==> src/rtl/tube_scheduler.sv <==
// -----------------------------------------------------------------------------
// tube_scheduler
//
// Purpose: position and gap generator for three scrolling tubes. A round
// begins with start. Each frame_tick while running scrolls every tube left by
// the current step. A tube that would run past column 0 respawns behind the
// last tube, keeping the exact pitch, and gets a new pseudo-random gap. A pulse
// is raised when a tube's right edge crosses the bird column. halt freezes
// the tubes until the next start.
//
// Optional feature: define TUBE_SPEEDUP_EN to add a 3-bit pass counter. Every
// 8 passes the step grows by 1, up to 8. Without the macro the step is fixed
// at SPEED.
//
// Ports:
//   clk         in   system clock, rising edge
//   rst         in   asynchronous active-high reset
//   frame_tick  in   one-cycle pulse per frame
//   start       in   one-cycle pulse, begin/restart a round
//   halt        in   level, collision: freeze tubes
//   tube_x[i]   out  11-bit left edge of tube i (>= 1024 is off-screen)
//   gap_y[i]    out  11-bit top row of tube i's 250-pixel gap
//   pass_pulse  out  one-cycle pulse when a tube right edge crosses column 180
//   running     out  high while in RUN
// -----------------------------------------------------------------------------
module tube_scheduler #(
  parameter int          SPEED     = 4,
  parameter int          SPACING   = 400,
  parameter logic [15:0] LFSR_SEED = 16'hACE1
) (
  input  logic        clk,
  input  logic        rst,
  input  logic        frame_tick,
  input  logic        start,
  input  logic        halt,
  output logic [10:0] tube_x [2:0],
  output logic [10:0] gap_y  [2:0],
  output logic        pass_pulse,
  output logic        running
);

  typedef enum logic [1:0] {
    IDLE   = 2'd0,
    RUN    = 2'd1,
    FROZEN = 2'd2
  } state_t;

  state_t      state_q, state_d;
  logic [15:0] lfsr_q, lfsr_d;
  logic [10:0] x_q   [3];
  logic [10:0] x_d   [3];
  logic [10:0] gap_q [3];
  logic [10:0] gap_d [3];
  logic [10:0] gap_new [3];
  logic        pass_q, pass_d;
  logic        running_q, running_d;
  logic        load, move;
  logic [3:0]  step;

  // Fold a 9-bit random value into 60..443 so that the 250-pixel gap always
  // fits on screen.
  function automatic logic [10:0] gap_of(input logic [8:0] r);
    if (r < 9'd384) return 11'd60 + {2'b00, r};
    else            return 11'd60 + {2'b00, r} - 11'd256;
  endfunction

  // Each tube draws from its own LFSR slice. This keeps several tubes that
  // load in the same cycle from getting identical gaps.
  generate
    for (genvar gi = 0; gi < 3; gi++) begin : g_gap
      localparam int OFF = (gi == 0) ? 0 : (gi == 1) ? 4 : 7;
      assign gap_new[gi] = gap_of(lfsr_q[OFF +: 9]);
    end
  endgenerate

`ifdef TUBE_SPEEDUP_EN
  logic [3:0] speed_q, speed_d;
  logic [2:0] cnt_q, cnt_d;
  assign step = speed_q;
`else
  assign step = 4'(SPEED);
`endif

  always_comb begin
    state_d = state_q;
    // Fibonacci LFSR, taps 16,14,13,11. It runs freely in every state.
    lfsr_d  = {lfsr_q[14:0], lfsr_q[15] ^ lfsr_q[13] ^ lfsr_q[12] ^ lfsr_q[10]};
    x_d     = x_q;
    gap_d   = gap_q;
    pass_d  = 1'b0;
    load    = 1'b0;
    move    = 1'b0;

    unique case (state_q)
      IDLE: begin
        if (start) begin
          state_d = RUN;
          load    = 1'b1;
        end
      end
      RUN: begin
        // halt takes priority over both start and frame_tick
        if (halt)            state_d = FROZEN;
        else if (frame_tick) move    = 1'b1;
      end
      FROZEN: begin
        if (start) begin
          state_d = RUN;
          load    = 1'b1;
        end
      end
      default: state_d = IDLE;
    endcase

    for (int i = 0; i < 3; i++) begin
      if (load) begin
        x_d[i]   = 11'(1024 + i * SPACING);
        gap_d[i] = gap_new[i];
      end else if (move) begin
        if (x_q[i] >= {7'd0, step}) begin
          x_d[i] = x_q[i] - {7'd0, step};
          // The right edge (x + 120) crosses column 180 exactly when x goes
          // from above 60 to 60 or below.
          if ((x_q[i] > 11'd60) && (x_d[i] <= 11'd60)) pass_d = 1'b1;
        end else begin
          x_d[i]   = x_q[i] + 11'(3 * SPACING) - {7'd0, step};
          gap_d[i] = gap_new[i];
        end
      end
    end

    running_d = (state_d == RUN);
  end

`ifdef TUBE_SPEEDUP_EN
  always_comb begin
    speed_d = speed_q;
    cnt_d   = cnt_q;
    if (load) begin
      speed_d = 4'(SPEED);
      cnt_d   = 3'd0;
    end else if (pass_d) begin
      cnt_d = cnt_q + 3'd1;
      // Counter wrap marks every eighth pass.
      if ((cnt_q == 3'd7) && (speed_q < 4'd8)) speed_d = speed_q + 4'd1;
    end
  end

  always_ff @(posedge clk or posedge rst) begin
    if (rst) begin
      speed_q <= 4'(SPEED);
      cnt_q   <= 3'd0;
    end else begin
      speed_q <= speed_d;
      cnt_q   <= cnt_d;
    end
  end
`endif

  always_ff @(posedge clk or posedge rst) begin
    if (rst) begin
      state_q   <= IDLE;
      lfsr_q    <= LFSR_SEED;
      pass_q    <= 1'b0;
      running_q <= 1'b0;
      for (int i = 0; i < 3; i++) begin
        x_q[i]   <= 11'h7FF;
        gap_q[i] <= 11'd200;
      end
    end else begin
      state_q   <= state_d;
      lfsr_q    <= lfsr_d;
      pass_q    <= pass_d;
      running_q <= running_d;
      for (int i = 0; i < 3; i++) begin
        x_q[i]   <= x_d[i];
        gap_q[i] <= gap_d[i];
      end
    end
  end

  generate
    for (genvar gi = 0; gi < 3; gi++) begin : g_out
      assign tube_x[gi] = x_q[gi];
      assign gap_y[gi]  = gap_q[gi];
    end
  endgenerate

  assign pass_pulse = pass_q;
  assign running    = running_q;

endmodule

==> config.mk <==
export PLATFORM = sky130hd
export DESIGN_NAME = tube_scheduler
export DESIGN_NICKNAME = d
export VERILOG_FILES = /design/src/rtl/tube_scheduler.sv
export SDC_FILE = /design/constraint.sdc
export NUM_CORES = 1
export LEC_CHECK = 0
export ABC_AREA = 1
export CAP_MARGIN = 5
export CORE_MARGIN = 3
export CORE_UTILIZATION = 35
export CTS_BUF_LIST = sky130_fd_sc_hd__clkbuf_16
export DETAILED_ROUTE_END_ITERATION = 10
export SLEW_MARGIN = 40
export SYNTH_ARGS = -nofsm -noshare
export SYNTH_HDL_FRONTEND = slang
export SYNTH_SLANG_ARGS = --single-unit
==> constraint.sdc <==
create_clock -name clk -period 5.05 [get_ports clk]
set_input_delay 1.01 -clock clk [delete_from_list [all_inputs] [get_ports clk]]
set_output_delay 1.01 -clock clk [all_outputs]
set_load 0.01 [all_outputs]
==> qor.yml, run 1 <==
synth_commonest_cells: "nand2_1, inv_1, nor2_1, nand3_1, dfstp_2"
ir_drop_mv: 0.185
final_antenna_net_count: 0
reg2reg_depth: 7
post-cts-setup-buffers: 0
drtPass1Iterations: 4
synth_area_um2: 4500
nets: 633
cts.hold.buffers_added: 0
finalSetupTns_ns: 0
antenna_found_initial: 0
drt-met1-wl_mm: 4.75
post-route-drc-count: 0
synthTopCellsByArea: "dfstp_2, dfrtp_1, nand2_1, ha_1, nand3_1"
final_util: 0.459
synth_nets: 567
met2RoutedLength_mm: 4.98
core.rowCount: 40
power.leakage_nw: 2.59
wl_mm: 10.3
min_path_type: "flop to flop"
grt_pass1_wl_mm: 17.6
slew_violations: 0
h-tree-depth: 3
reg2reg_setup_slack_ns: 2.75
final_cell_area_um2: 5630
rsz0062_at_grt: "no"
grt_usage: 0.150
async_flop_share: 1.00
grt_start_max_net_pins: 59
cts_tree: "yes"
syn_avg_cell_area_um2: 8.31
initial_core_util: 0.367
fin_crit_ns: 2.69
ys_ff_latch: 81
fp.dieArea_um2: 14200
grt_pass1_vias: 3658
core-area_um2: 12300
r2r-end: "gap_y[21]"
critPathCaptureType: "flop"
cts-root-buf: "clkbuf_16"
cts.reportedPaths.clkPinSlew_ns: 0.07
viasPerCell: 4.69
cp_max_fo: 14
vias: 3657
placed_cell_area_um2: 5320
start_kind: "primary input"
reg2reg_from: "tube_x[14]"
cts_resized: 0
met3_length_um: 499
drv_cap: 0
synth-main-ff-cell: "dfstp_2"
gp_congestion: 0.850
die_h_um: 119
tightest_slew_ns: 0.625
syn_inst: 541
drt-initial-drc-count: 191
ioPinCount: 73
cts_buffer_depth: 2
max_freq_mhz: 371
arrival_ns: 2.97
status: "finished, final reports clean"
cp-endpoint: "gap_y[21]"
setup_viol: 0
drive_above_1_share: 0.150
wire_per_inst_um: 13.2
relSlewSlack: 0.582
cp.required_ns: 5.33
routed.top_layer: "met4"
synthDistinctLibCells: 38
cts_num_sinks: 81
hold_viol_final: 0
areaGrowthSynthToFinish_pct: 25.3
yosysWarningCount: 0
synth_edf_count: 0
p_per_area_nw_per_um2: 431
yosysTopAreaCellShare: 0.263
netlist.top_cell.by_area: "dfstp_2"
path_class: "primary input to flop"
clock_latency_ns: 0.34
io_buffers: 72
grt-ovfl-total: 0
place.detailed.hpwl_mm: 7.40
finClkSkew_ns: 0.00900
cts_buffers: 9
seq_area_frac_synth: 0.463
startpoint: "halt"
num_antenna_cells: 0
post-route-period-util: 0.534
die_w_um: 119
synth.most_common_cell: "nand2_1"
-- through the flow --
step           total power [mW]  hold slack [ns]  instances  worst slack (ns)
2_1_floorplan              1.44            0.352        541              2.03
3_3_place_gp               1.73            0.367        764              2.04
3_5_place_dp               1.74            0.369        764              1.99
4_1_cts                    2.44            0.398        780              2.33
5_1_grt                    2.60            0.408        780              2.15
6_report                   2.43            0.395        780              2.36
-- cells in the final DEF, fill, tap and decap left out, types with 2 or more instances in the layout --
cell and instances:
inv_2 6, a21oi_2 5, nand2_2 2, ha_1 21, inv_8 3, dfstp_2 45
dfrtp_1 36, nor2_4 3, nand4_1 11, o21ai_0 23, xnor2_1 6, clkdlybuf4s50_1 72
a21oi_1 10, nor2_2 2, clkbuf_16 9, nand2_1 136, nor2_1 60, nand2_4 2
inv_1 60, o21ai_1 5, a21o_1 2, nand3_1 46, xor2_1 16, o22ai_1 10
a31oi_1 3
-- report_power, final --
group          switching [mW]  internal (mW)
logic                   0.479          0.357
clock network           0.294          0.395
registers               0.114          0.788
total                   0.886           1.54
-- per-layer routing --
metal,track usage,vias up
met1,0.195,1713
met5,0,-
li1,-,1856
met4,0.0401,0
met3,0.0347,9
met2,0.252,79
-- layout make-up --
| type | instances | area (µm²) |
|---|---|---|
| inverters | 67 | 256 |
| multi-input cells | 375 | 2040 |
| repair buffers | 73 | 728 |
| flip-flops and latches | 81 | 2080 |
| clock inverters | 7 | 85.1 |
| well taps | 168 | 210 |
| fillers | 1194 | 6630 |
| clock buffers | 9 | 225 |
-- flip-flops by register name (all words and copies together) (netlist names) --
name        flops
running         1
state_q         2
pass_pulse      1
gap_y          33
tube_x         28
lfsr_q         16
-- worst min-delay path by stage --
stage               startpoint   endpoint  cells past startpoint
finish               lfsr_q[1]  lfsr_q[2]                      0
global route         lfsr_q[0]  lfsr_q[1]                      0
CTS                  lfsr_q[1]  lfsr_q[2]                      0
detailed placement   lfsr_q[1]  lfsr_q[2]                      0
global placement     lfsr_q[1]  lfsr_q[2]                      0
floorplan            lfsr_q[8]  lfsr_q[9]                      0
-- logic make-up (layout without fill, tap and decap cells) --
family | count (synthesis) | in the layout | synth area share
compound gates | 64 | 64 | 0.0899
xor+xnor | 22 | 22 | 0.0429
fa+ha+maj | 21 | 21 | 0.0584
buf+inv | 85 | 156 | 0.0821
flops | 81 | 81 | 0.463
simple gates | 268 | 268 | 0.263
-- worst max-delay path, stage by stage --
cell	delay, ns
clkdlybuf4s50_1	0.43
inv_1	0.08
nand2_1	0.12
nor2_8	0.28
nand3_1	0.40
nand2_1	0.42
nand3_1	0.13
nand2_1	0.08
Power figures use the tool's default switching activity.
==> run 2: changes to the inputs <==
==> constraint.sdc (replaced) <==
create_clock -name clk -period 2.8 [get_ports clk]
set_input_delay 0.56 -clock clk [delete_from_list [all_inputs] [get_ports clk]]
set_output_delay 0.56 -clock clk [all_outputs]
set_load 0.01 [all_outputs]
==> qor.yml, run 2 (synthesis results as in run 1) <==
p_per_area_nw_per_um2: 770
vias: 3762
status: "finished, final reports clean"
ir_drop_mv: 0.407
initial_core_util: 0.367
place.detailed.hpwl_mm: 7.76
largest_reg_flops: 33
met2_usage: 0.261
core-area_um2: 12300
tightest_slew_ns: 0.407
arrival_ns: 1.52
wl_mm: 10.6
use_met3: 0.0423
gp_congestion: 0.817
grt_pass1_wl_mm: 18.3
post-cts-setup-buffers: 0
critPathTopFamily: "flip-flops"
pwr-share-clk: 0.277
rsz0062_at_grt: "no"
cts_resized: 0
intPower_mw: 2.78
cts_buffer_depth: 2
fin_crit_ns: 2.08
power_mw: 4.36
grt-ovfl-total: 0
worst_path_max_delay_cell: "dfstp_2"
path_cells: "clkdlybuf4s50_1"
dp.cells: 769
pwr-share-comb: 0.350
finClkSkew_ns: 0.00636
start_kind: "flop"
final_cell_area_um2: 5670
drtPass1Iterations: 5
cts_num_sinks: 81
drt-initial-drc-count: 186
max_freq_mhz: 481
mostFrequentLayoutCell: "nand2_1"
finalSetupTns_ns: 0
grt_usage: 0.156
cp.required_ns: 2.24
drv_cap: 0
cts_tree: "yes"
drive_above_1_share: 0.156
min_path_type: "flop to flop"
viasPerCell: 4.79
dp_slack_ns: 0.439
ioPinCount: 73
busiest_layer: "met2"
power_frac_seq: 0.373
crit_buf_inv: 1
io_buffers: 72
clock_latency_ns: 0.33
cts.hold.buffers_added: 0
cts-root-buf: "clkbuf_16"
slew_violations: 0
grt_pass1_vias: 3746
grt_start_max_net_pins: 44
h-tree-depth: 3
areaGrowthSynthToFinish_pct: 26.1
antenna_found_initial: 0
path_class: "flop to primary output"
post-route-period-util: 0.742
final_antenna_net_count: 0
core.rowCount: 40
hold_viol_final: 0
p_sw_frac: 0.364
num_antenna_cells: 0
p_switching_mw: 1.59
grtUsageMet1: 0.203
setup_viol: 0
relSlewSlack: 0.728
fp.dieArea_um2: 14200
post-route-drc-count: 0
cp_max_fo: 8
final_cell_count_no_fill: 785
power.leakage_nw: 2.61
nets: 638
wire_per_inst_um: 13.5
placed_cell_area_um2: 5370
die_h_um: 119
critPathCaptureType: "primary output"
crit_path_max_incr_delay_ns: 0.62
die_w_um: 119
mostFrequentLayoutCells: "nand2_1, clkdlybuf4s50_1, inv_1, nor2_1, nand3_1"
setup_ws_ns: 0.721
cts_buffers: 9
cts.reportedPaths.clkPinSlew_ns: 0.07
==> run 2: cell types whose count changed in the layout (fill, tap and decap cells not counted) <==
| cell | delta |
|---|---|
| clkinv_1 | +1 |
| buf_12 | +1 |
| buf_4 | +4 |
| clkinv_4 | -1 |
| inv_6 | +1 |
| inv_8 | -2 |
| clkinvlp_4 | +1 |
==> run 2: stage by stage <==
stage	hold WS (ns)	util
final	0.380	0.462
after global routing	0.398	0.462
after CTS	0.384	0.462
after detailed placement	0.371	0.438
after global placement	0.370	0.438
after floorplan	0.352	-
==> run 2: power groups by stage <==
| stage | combinational, mW | clock (mW) | sequential, mW |
|---|---|---|---|
| 2_1_floorplan | 0.920 | 0 | 1.67 |
| 3_3_place_gp | 1.50 | 0 | 1.65 |
| 3_5_place_dp | 1.53 | 0 | 1.65 |
| 4_1_cts | 1.53 | 1.24 | 1.63 |
| 5_1_grt | 1.73 | 1.30 | 1.66 |
| 6_report | 1.53 | 1.21 | 1.63 |
==> run 2: final timing paths <==
check                            from         end  slack, ns  cells after the start
min in group asynchronous         rst  pass_pulse       0.54                      2
hold / removal              lfsr_q[1]   lfsr_q[2]       0.38                      0
hold reg to reg             lfsr_q[1]   lfsr_q[2]       0.38                      0
max in group asynchronous         rst  tube_x[13]       1.62                      3
setup reg to reg           tube_x[13]  pass_pulse       0.85                     12
setup / recovery           tube_x[24]  tube_x[24]       0.72                      1
==> run 2: layout make-up <==
class                   instances  area [µm²]
multi-input cells             375        2040
clock inverters                 7        77.6
clock buffers                   9         225
inverters                      67         253
flip-flops and latches         81        2080
repair buffers                 78         778
fillers                      1187        6590
well taps                     168         210
==> run 2: per-layer routing <==
layer	vias up	routed length [µm]
li1	1867	-
met4	0	100
met3	6	632
met1	1778	4790
met2	111	5080
met5	-	0
